**config.mk**
```make
export PLATFORM = sky130hd
export DESIGN_NAME = norm_share_arbiter
export DESIGN_NICKNAME = d
export VERILOG_FILES = /design/src/rtl/norm_share_arbiter.sv
export SDC_FILE = /design/constraint.sdc
export NUM_CORES = 1
export LEC_CHECK = 0
export CORE_ASPECT_RATIO = 1.2
export CORE_MARGIN = 10
export CORE_UTILIZATION = 42
export CTS_BUF_LIST = sky130_fd_sc_hd__clkbuf_2
export CTS_CLUSTER_SIZE = 20
export DETAILED_ROUTE_END_ITERATION = 16
export PLACE_DENSITY = 0.92
export SLEW_MARGIN = 20
export SYNTH_ARGS = -nofsm -noshare
export SYNTH_HDL_FRONTEND = slang
export SYNTH_SLANG_ARGS = --single-unit
```
**constraint.sdc**
```tcl
create_clock -name clk -period 1.9 [get_ports clk]
set_clock_uncertainty 0.1 [all_clocks]
set_input_delay 0.19 -clock clk [delete_from_list [all_inputs] [get_ports clk]]
set_output_delay 0.19 -clock clk [all_outputs]
set_load 0.1 [all_outputs]
```
**src/rtl/norm_share_arbiter.sv**
```systemverilog
// norm_share_arbiter: round-robin share of one combinational normalizer between
// the adder (A) and multiplier (B) paths. Stage 1 holds the granted operand and
// feeds the normalizer; stage 2 registers the normalized result with its tag.
module norm_share_arbiter #(
    parameter int unsigned MW   = 24,
    parameter int unsigned EW   = 8,
    parameter int unsigned CNTW = 16
) (
    input  logic            clk,
    input  logic            rst_n,
    input  logic            a_valid,
    output logic            a_ready,
    input  logic            a_sign,
    input  logic [MW-1:0]   a_mant,
    input  logic [EW-1:0]   a_exp,
    input  logic            b_valid,
    output logic            b_ready,
    input  logic            b_sign,
    input  logic [MW-1:0]   b_mant,
    input  logic [EW-1:0]   b_exp,
    output logic [MW-1:0]   nrm_mant_o,
    output logic [EW-1:0]   nrm_exp_o,
    input  logic [MW-2:0]   nrm_mant_i,
    input  logic [EW-1:0]   nrm_exp_i,
    output logic            res_valid,
    input  logic            res_ready,
    output logic            res_id,
    output logic            res_sign,
    output logic [MW-2:0]   res_mant,
    output logic [EW-1:0]   res_exp,
    output logic            res_zero,
    output logic [CNTW-1:0] cnt_a,
    output logic [CNTW-1:0] cnt_b
);

    localparam logic [0:0]      StEmpty = 1'b0;
    localparam logic [0:0]      StFull  = 1'b1;
    localparam logic [CNTW-1:0] CntOne  = CNTW'(1);

    logic [0:0]      s1_state_q, s1_state_d;
    logic [0:0]      s2_state_q, s2_state_d;
    logic            s1_full, s2_full;
    logic            s2_adv, s1_free, acc_a, acc_b, res_hs;
    logic            rr_last_q;  // id of the requester served last
    logic            s1_id_q, s1_sign_q;
    logic [MW-1:0]   s1_mant_q;
    logic [EW-1:0]   s1_exp_q;
    logic            res_id_q, res_sign_q, res_zero_q;
    logic [MW-2:0]   res_mant_q;
    logic [EW-1:0]   res_exp_q;
    logic [CNTW-1:0] cnt_a_q, cnt_b_q;

    // Handshakes and arbitration; ready never looks at its own port's valid.
    always_comb begin
        s1_full = (s1_state_q == StFull);
        s2_full = (s2_state_q == StFull);
        s2_adv  = s1_full & (~s2_full | res_ready);
        s1_free = ~s1_full | s2_adv;
        a_ready = s1_free & (~b_valid | rr_last_q);
        b_ready = s1_free & (~a_valid | ~rr_last_q);
        acc_a   = a_valid & a_ready;
        acc_b   = b_valid & b_ready;
        res_hs  = s2_full & res_ready;
    end

    // Stage occupancy next state: a new accept wins over a drain of stage 1.
    always_comb begin
        s1_state_d = s1_state_q;
        s2_state_d = s2_state_q;
        if (acc_a | acc_b) begin
            s1_state_d = StFull;
        end else if (s2_adv) begin
            s1_state_d = StEmpty;
        end
        if (s2_adv) begin
            s2_state_d = StFull;
        end else if (res_hs) begin
            s2_state_d = StEmpty;
        end
    end

    // State registers for both stage FSMs.
    always_ff @(posedge clk) begin
        if (!rst_n) begin
            s1_state_q <= StEmpty;
            s2_state_q <= StEmpty;
        end else begin
            s1_state_q <= s1_state_d;
            s2_state_q <= s2_state_d;
        end
    end

    // Stage 1 operand capture and round-robin pointer update.
    always_ff @(posedge clk) begin
        if (!rst_n) begin
            rr_last_q <= 1'b1;
            s1_id_q   <= 1'b0;
            s1_sign_q <= 1'b0;
            s1_mant_q <= '0;
            s1_exp_q  <= '0;
        end else if (acc_a) begin
            rr_last_q <= 1'b0;
            s1_id_q   <= 1'b0;
            s1_sign_q <= a_sign;
            s1_mant_q <= a_mant;
            s1_exp_q  <= a_exp;
        end else if (acc_b) begin
            rr_last_q <= 1'b1;
            s1_id_q   <= 1'b1;
            s1_sign_q <= b_sign;
            s1_mant_q <= b_mant;
            s1_exp_q  <= b_exp;
        end
    end

    // Stage 2 result capture; a zero operand forces a clean zero result.
    always_ff @(posedge clk) begin
        if (!rst_n) begin
            res_id_q   <= 1'b0;
            res_sign_q <= 1'b0;
            res_zero_q <= 1'b0;
            res_mant_q <= '0;
            res_exp_q  <= '0;
        end else if (s2_adv) begin
            res_id_q   <= s1_id_q;
            res_sign_q <= s1_sign_q;
            res_zero_q <= (s1_mant_q == '0);
            res_mant_q <= (s1_mant_q == '0) ? '0 : nrm_mant_i;
            res_exp_q  <= (s1_mant_q == '0) ? '0 : nrm_exp_i;
        end
    end

    // Per-requester delivered-result counters, wrapping.
    always_ff @(posedge clk) begin
        if (!rst_n) begin
            cnt_a_q <= '0;
            cnt_b_q <= '0;
        end else if (res_hs) begin
            if (res_id_q) begin
                cnt_b_q <= cnt_b_q + CntOne;
            end else begin
                cnt_a_q <= cnt_a_q + CntOne;
            end
        end
    end

    assign nrm_mant_o = s1_mant_q;
    assign nrm_exp_o  = s1_exp_q;
    assign res_valid  = s2_full;
    assign res_id     = res_id_q;
    assign res_sign   = res_sign_q;
    assign res_mant   = res_mant_q;
    assign res_exp    = res_exp_q;
    assign res_zero   = res_zero_q;
    assign cnt_a      = cnt_a_q;
    assign cnt_b      = cnt_b_q;

endmodule
```
==> impl_metrics.py, run 1 <==
metrics = {
    "routing": {
        "routed_via_density": 5.44,
        "dr_total_vias": 4418,
        "wl_um": 14700,
        "first_pass_iters": 8,
        "drtIter0Drc": 246,
        "avgRoutedWirePerCell_um": 18.1,
        "antenna_left": 0,
        "drc": 0,
    },
    "worst_hold_path": {
        "hold_path.class": "input pin to flop",
    },
    "worst_setup_path": {
        "end_kind": "output pin",
        "crit_family": "flip-flops",
        "crit_type": "flop to output pin",
        "crit_buf_inv": 1,
        "worst_path_largest_cell_delay_ns": 0.39,
        "arrival_ns": 1.55,
        "path_max_fanout": 3,
        "startpoint_type": "flop",
        "crit_chain": "and3b_2 -> a21oi_4 -> buf_12",
        "cp_data_required_time_ns": 1.61,
        "crit_slowest_cell": "dfxtp_4",
    },
    "cells_and_area": {
        "drive_above_1_share_pct": 29.8,
        "area_growth_pct": 61.8,
        "final_nets": 786,
    },
    "yosys": {
        "synth_area_leader_cell": "dfxtp_1",
        "yosysSeqAreaShare_pct": 50.1,
        "syn_avg_cell_area_sq_um": 8.97,
        "synthArstFlopShare_pct": 0,
        "syn_inst": 459,
        "yosys_warnings": 0,
        "yosys-top-cells-area": "dfxtp_1 50%, nand2_1 7.2%, a22o_1 6.6%",
        "ys_types": 38,
        "synth_edf_count": 0,
        "synth_largest_type_area_fraction_pct": 50.1,
        "syn_nets": 563,
        "synth_ff_type": "dfxtp_1",
        "synth_common_cells": "103 x dfxtp_1, 79 x nand2_1, 39 x o21ai_0",
        "synth_area_sq_um": 4120,
        "synth-seq-cells": 103,
        "synth_most_common_cell": "dfxtp_1",
    },
    "sta": {
        "rsz0062_at_grt": "true",
        "min_period_over_period_pct": 96.7,
        "period_needed_ns": 1.84,
        "setup_violations": 0,
        "max-slew-margin-rel_pct": 69.9,
        "setup_tns_ns": 0,
        "slew_viol_final": 0,
        "worstMarginPinSlew_ns": 0.447,
        "final-hold-violation-count": 0,
        "fmax_mhz": 544,
    },
    "clock_network": {
        "cts.clk_slew.worst_paths_ns": 0.30,
        "root_buffer": "clkbuf_2",
        "clock_latency_ns": 0.59,
        "cts_buffers": 9,
        "cts_htree_levels": 3,
        "cts.sinks": 103,
        "cts_tree": "yes",
        "cts_buffer_depth": 2,
    },
    "placement": {
        "dp_hpwl_um": 10800,
        "gp_congestion": 0.799,
        "io_buffer_count": 202,
    },
    "global_route": {
        "grt_antenna_before_repair": 2,
        "grt_pass1_wl_um": 22500,
        "grt_pass1_vias": 4596,
        "gr-total-overflow": 0,
        "grt_max_degree": 35,
        "grt_usage_pct": 19.7,
    },
    "floorplanning": {
        "die-height_um": 128,
        "coreArea_sq_um": 9560,
        "rows": 39,
        "die_area_sq_um": 14200,
        "die_w_um": 110,
        "start_util_pct": 43.1,
        "io_pins": 203,
    },
    "power_and_ir_drop": {
        "power_mw": 5.17,
        "p_leak_nw": 2.77,
        "power_density_nw_per_um2": 776,
        "peakVddDrop_mv": 0.452,
    },
    "flow_run": {
        "cap_violations": 0,
    },
    "run_status": {
        "status": "completed",
    },
}
[registers in the layout, indices dropped and copies added, names as in the netlist, 8 cells and up]
| signal | cells |
|---|---|
| cnt_a | 16 |
| res_mant | 23 |
| nrm_mant_o | 24 |
| cnt_b | 16 |
| res_exp | 8 |
| nrm_exp_o | 8 |
[final timing paths]
kind	start	endpoint	slack, ns	cells past startpoint
worst max-delay path	s1_full$_SDFFE_PN0P_	b_ready	0.06	3
worst min register to register	res_zero$_SDFFE_PN0P_	res_zero$_SDFFE_PN0P_	0.39	2
worst min-delay path	b_mant[12]	nrm_mant_o[12]$_SDFFE_PN0P_	0.03	3
worst max register to register	nrm_mant_o[11]$_SDFFE_PN0P_	res_mant[22]$_SDFFE_PN0P_	0.10	5
[worst min-delay path: stages]
cell             delay [ns]
clkdlybuf4s50_1        0.41
nand2_1                0.07
a31oi_1                0.07
[routing by layer]
layer / up-vias / part of all wire, % / GRT usage [%]
met1: 2052 / 34 / 18.9
met3: 52 / 9.3 / 7.14
met4: 0 / 4.7 / 12.0
li1: 2100 / - / -
met2: 214 / 52 / 34.7
met5: - / 0 / 0
[where the power goes]
group | total (mW) | internal [mW] | switching [mW]
combinational | 1.67 | 0.517 | 1.15
clock | 1.15 | 0.439 | 0.710
sequential | 2.36 | 2.27 | 0.0842
total | 5.17 | 3.23 | 1.94
[logic make-up after synthesis]
group,share of synthesized area (%)
simple gates,20.4
compound gates,20.2
flops,50.1
buf+inv,4.38
xor+xnor,3.83
mux,0.486
fa+ha+maj,0.608
[cell type report]
cell class	instances	area, sq um
inverter	4	15.0
clock inverter	6	82.6
antenna	2	5.00
fill	693	2900
timing repair buffer	246	2260
multi-input combinational	318	1930
sequential	103	2170
tap	123	154
clock buffer	10	50.0
[metrics by stage]
step	worst slack [ns]	instances	hold WS, ns	cell area [sq um]	utilization (%)
2_1_floorplan	0.0135	459	0.216	4260	-
3_3_place_gp	-0.0340	769	0.342	6280	65.6
3_5_place_dp	-0.108	769	0.353	6280	65.6
4_1_cts	-0.00447	809	0.000243	6650	69.5
5_1_grt	-0.0375	812	0.0101	6660	69.7
6_report	0.0620	812	0.0329	6660	69.7
[cell usage in the layout (no fill, tap or decap), types with 4 or more instances in the layout]
cell	n
nor2_1	21
nand2_1	79
a31oi_1	33
and4_1	4
or4_1	7
xnor2_1	5
nand4_1	8
dlygate4sd3_1	23
o21ai_0	39
dfxtp_4	16
nor4_1	6
buf_4	114
clkbuf_2	10
and3_1	5
clkdlybuf4s50_1	101
dfxtp_1	50
dfxtp_2	37
or3_1	5
buf_12	8
o31ai_1	6
xor2_1	13
nand3_1	14
inv_1	4
a22o_1	31
a21oi_1	16
[what timing repair did]
action | CTS | global route
hold endpoints to repair | 15 | 1
setup buffers | 3 | 0
hold buffers | 22 | 1
pin swaps | 1 | 0
endpoints found under the setup margin | 2 | 2
gates resized for setup | 2 | 0
No activity file was read; power rests on OpenSTA's default activity.
==> run 2, diff against run 1 <==
--- a/config.mk
+++ b/config.mk
@@ -12,6 +12,7 @@
 export CTS_CLUSTER_SIZE = 20
 export DETAILED_ROUTE_END_ITERATION = 16
 export PLACE_DENSITY = 0.92
+export REMOVE_ABC_BUFFERS = 1
 export SLEW_MARGIN = 20
 export SYNTH_ARGS = -nofsm -noshare
 export SYNTH_HDL_FRONTEND = slang
==> constraint.sdc (replaced) <==
create_clock -name clk -period 1.9 [get_ports clk]
set_clock_uncertainty 0.1 [all_clocks]
set_input_delay 0.57 -clock clk [delete_from_list [all_inputs] [get_ports clk]]
set_output_delay 0.57 -clock clk [all_outputs]
set_load 0.1 [all_outputs]
==> impl_metrics.py, run 2 (synthesized netlist as in run 1, its figures left out) <==
metrics = {
    "worst_setup_path": {
        "reg2reg_from": "cnt_a[4]$_SDFFE_PN0P_",
        "r2r-end": "cnt_a[9]$_SDFFE_PN0P_",
        "worst_path_largest_cell_delay_ns": 0.42,
        "crit_chain": "and3b_2 -> a21oi_2 -> buf_4 -> buf_12",
        "arrival_ns": 1.64,
        "startpoint_type": "flop",
        "end_kind": "output pin",
        "path_max_fanout": 3,
        "crit_slowest_cell": "dfxtp_4",
        "reg2reg_depth": 6,
        "cp_data_required_time_ns": 1.23,
        "crit_type": "flop to output pin",
        "r2r_setup_slack_ns": -0.13,
    },
    "routing": {
        "wl_um": 20200,
        "routed_via_density": 5.81,
        "avgRoutedWirePerCell_um": 23.4,
        "drtIter0Drc": 376,
        "drc": 0,
        "dr_total_vias": 5000,
        "antenna_left": 0,
        "first_pass_iters": 5,
    },
    "run_status": {
        "failed_checks": "negative setup slack",
        "status": "complete, but fails checks",
    },
    "cells_and_area": {
        "antenna_cells": 0,
        "final_cell_mix": "106 x buf_12, 100 x clkdlybuf4s50_1, 79 x nand2_1",
        "stdcell_area_sq_um": 8390,
        "largest_reg_flops": 24,
        "final_nets": 837,
        "drive_above_1_share_pct": 45.0,
        "final_common_cell": "buf_12",
        "area_growth_pct": 104,
    },
    "power_and_ir_drop": {
        "power_density_nw_per_um2": 671,
        "p_leak_nw": 3.41,
        "peakVddDrop_mv": 0.563,
    },
    "floorplanning": {
        "die-height_um": 128,
        "die_area_sq_um": 14200,
        "rows": 39,
        "coreArea_sq_um": 9560,
        "io_pins": 203,
        "start_util_pct": 43.1,
        "die_w_um": 110,
    },
    "placement": {
        "dpl-instance-area_sq_um": 7580,
        "dp_hpwl_um": 13400,
        "gp_congestion": 0.881,
        "io_buffer_count": 202,
    },
    "sta": {
        "min_period_over_period_pct": 121,
        "final-hold-violation-count": 0,
        "fmax_mhz": 434,
        "max-slew-margin-rel_pct": 63.4,
        "setup_violations": 22,
        "setup_ws_ns": -0.406,
        "setup_tns_ns": -1.73,
        "worstMarginPinSlew_ns": 0.543,
        "rsz0062_at_grt": "true",
        "period_needed_ns": 2.31,
        "slew_viol_final": 0,
    },
    "clock_network": {
        "cts_tree": "yes",
        "cts_htree_levels": 3,
        "cts_buffers": 9,
        "clock_latency_ns": 0.60,
        "cts.clk_slew.worst_paths_ns": 0.28,
        "cts.sinks": 103,
        "cts_buffer_depth": 2,
        "root_buffer": "clkbuf_2",
        "hold_buffers": 0,
    },
    "worst_hold_path": {
        "hold_path.class": "input pin to flop",
        "hp-start": "b_mant[23]",
        "holdPathEnd": "nrm_mant_o[23]$_SDFFE_PN0P_",
        "hold_path_depth": 3,
    },
    "global_route": {
        "grt_pass1_wl_um": 27900,
        "grt_pass1_vias": 5183,
        "grt_max_degree": 65,
        "gr-total-overflow": 0,
        "grt_antenna_before_repair": 0,
        "grt_usage_pct": 25.1,
    },
    "flow_run": {
        "cap_violations": 0,
    },
}
==> run 2: changes by cell type in the layout (fill, tap and decap cells not counted), sizes merged <==
cell / delta
clkdlybuf4s50: -1
diode: -2
buf: +74
clkbuf: -1
dlygate4sd3: -23
dlygate4sd2: +1
clkinvlp: +1
==> run 2: worst max-delay path: cells and delay by family (launching register included) <==
family                 cells  cell delay (ns)
AND/OR/NAND/NOR            1             0.22
AO/OA/AOI/OAI              1             0.11
flip-flops                 1             0.42
buffers and inverters      2             0.30
==> run 2: cell type report <==
class,instances,area [sq um]
clock buffer,9,45.0
clock inverter,7,95.1
fill,375,1180
inverter,4,15.0
multi-input combinational,318,1930
sequential,103,2280
tap,123,154
timing repair buffer,297,3860
==> run 2: timing repair <==
item | CTS | global route
pin swaps | 2 | 3
setup endpoints to repair | 90 | 80
gates resized for setup | 120 | 48
setup buffers | 26 | 24
==> run 2: metrics by stage <==
stage | setup WS (ns) | util [%] | std cells | hold WS [ns] | power [mW]
global placement | -0.475 | 79.3 | 798 | 0.379 | 4.35
detailed placement | -0.611 | 79.3 | 798 | 0.389 | 4.40
global route | -0.474 | 87.7 | 861 | 0.371 | 5.78
finish | -0.406 | 87.7 | 861 | 0.400 | 5.63
CTS | -0.405 | 84.8 | 839 | 0.386 | 5.60
floorplan | -1.47 | - | 425 | 0.340 | 3.44
==> run 2: report_power, final <==
group          switching (mW)  internal (mW)
combinational            1.18          0.795
clock                   0.796          0.440
sequential              0.142           2.27
total                    2.12           3.51
==> run 2: how the worst max path moves through the flow <==
stage          slack (ns)                     endpoint                    from  depth (start not counted)
4_1_cts             -0.41                      b_ready    s1_full$_SDFFE_PN0P_                          4
6_report            -0.41                      b_ready  res_valid$_SDFFE_PN0P_                          4
3_3_place_gp        -0.48                      b_ready               res_ready                          5
2_1_floorplan       -1.47  nrm_mant_o[22]$_SDFFE_PN0P_  res_valid$_SDFFE_PN0P_                          4
5_1_grt             -0.47                      b_ready    s1_full$_SDFFE_PN0P_                          4
3_5_place_dp        -0.61       cnt_b[14]$_SDFFE_PN0P_               res_ready                          6
==> run 2: routing by layer <==
| metal | up-vias | part of all wire [%] | track usage [%] |
|---|---|---|---|
| met1 | 2361 | 33 | 25.3 |
| met4 | 0 | 5.7 | 13.1 |
| met2 | 349 | 51 | 44.6 |
| li1 | 2207 | - | - |
| met5 | - | 0 | 0 |
| met3 | 83 | 9.8 | 8.24 |
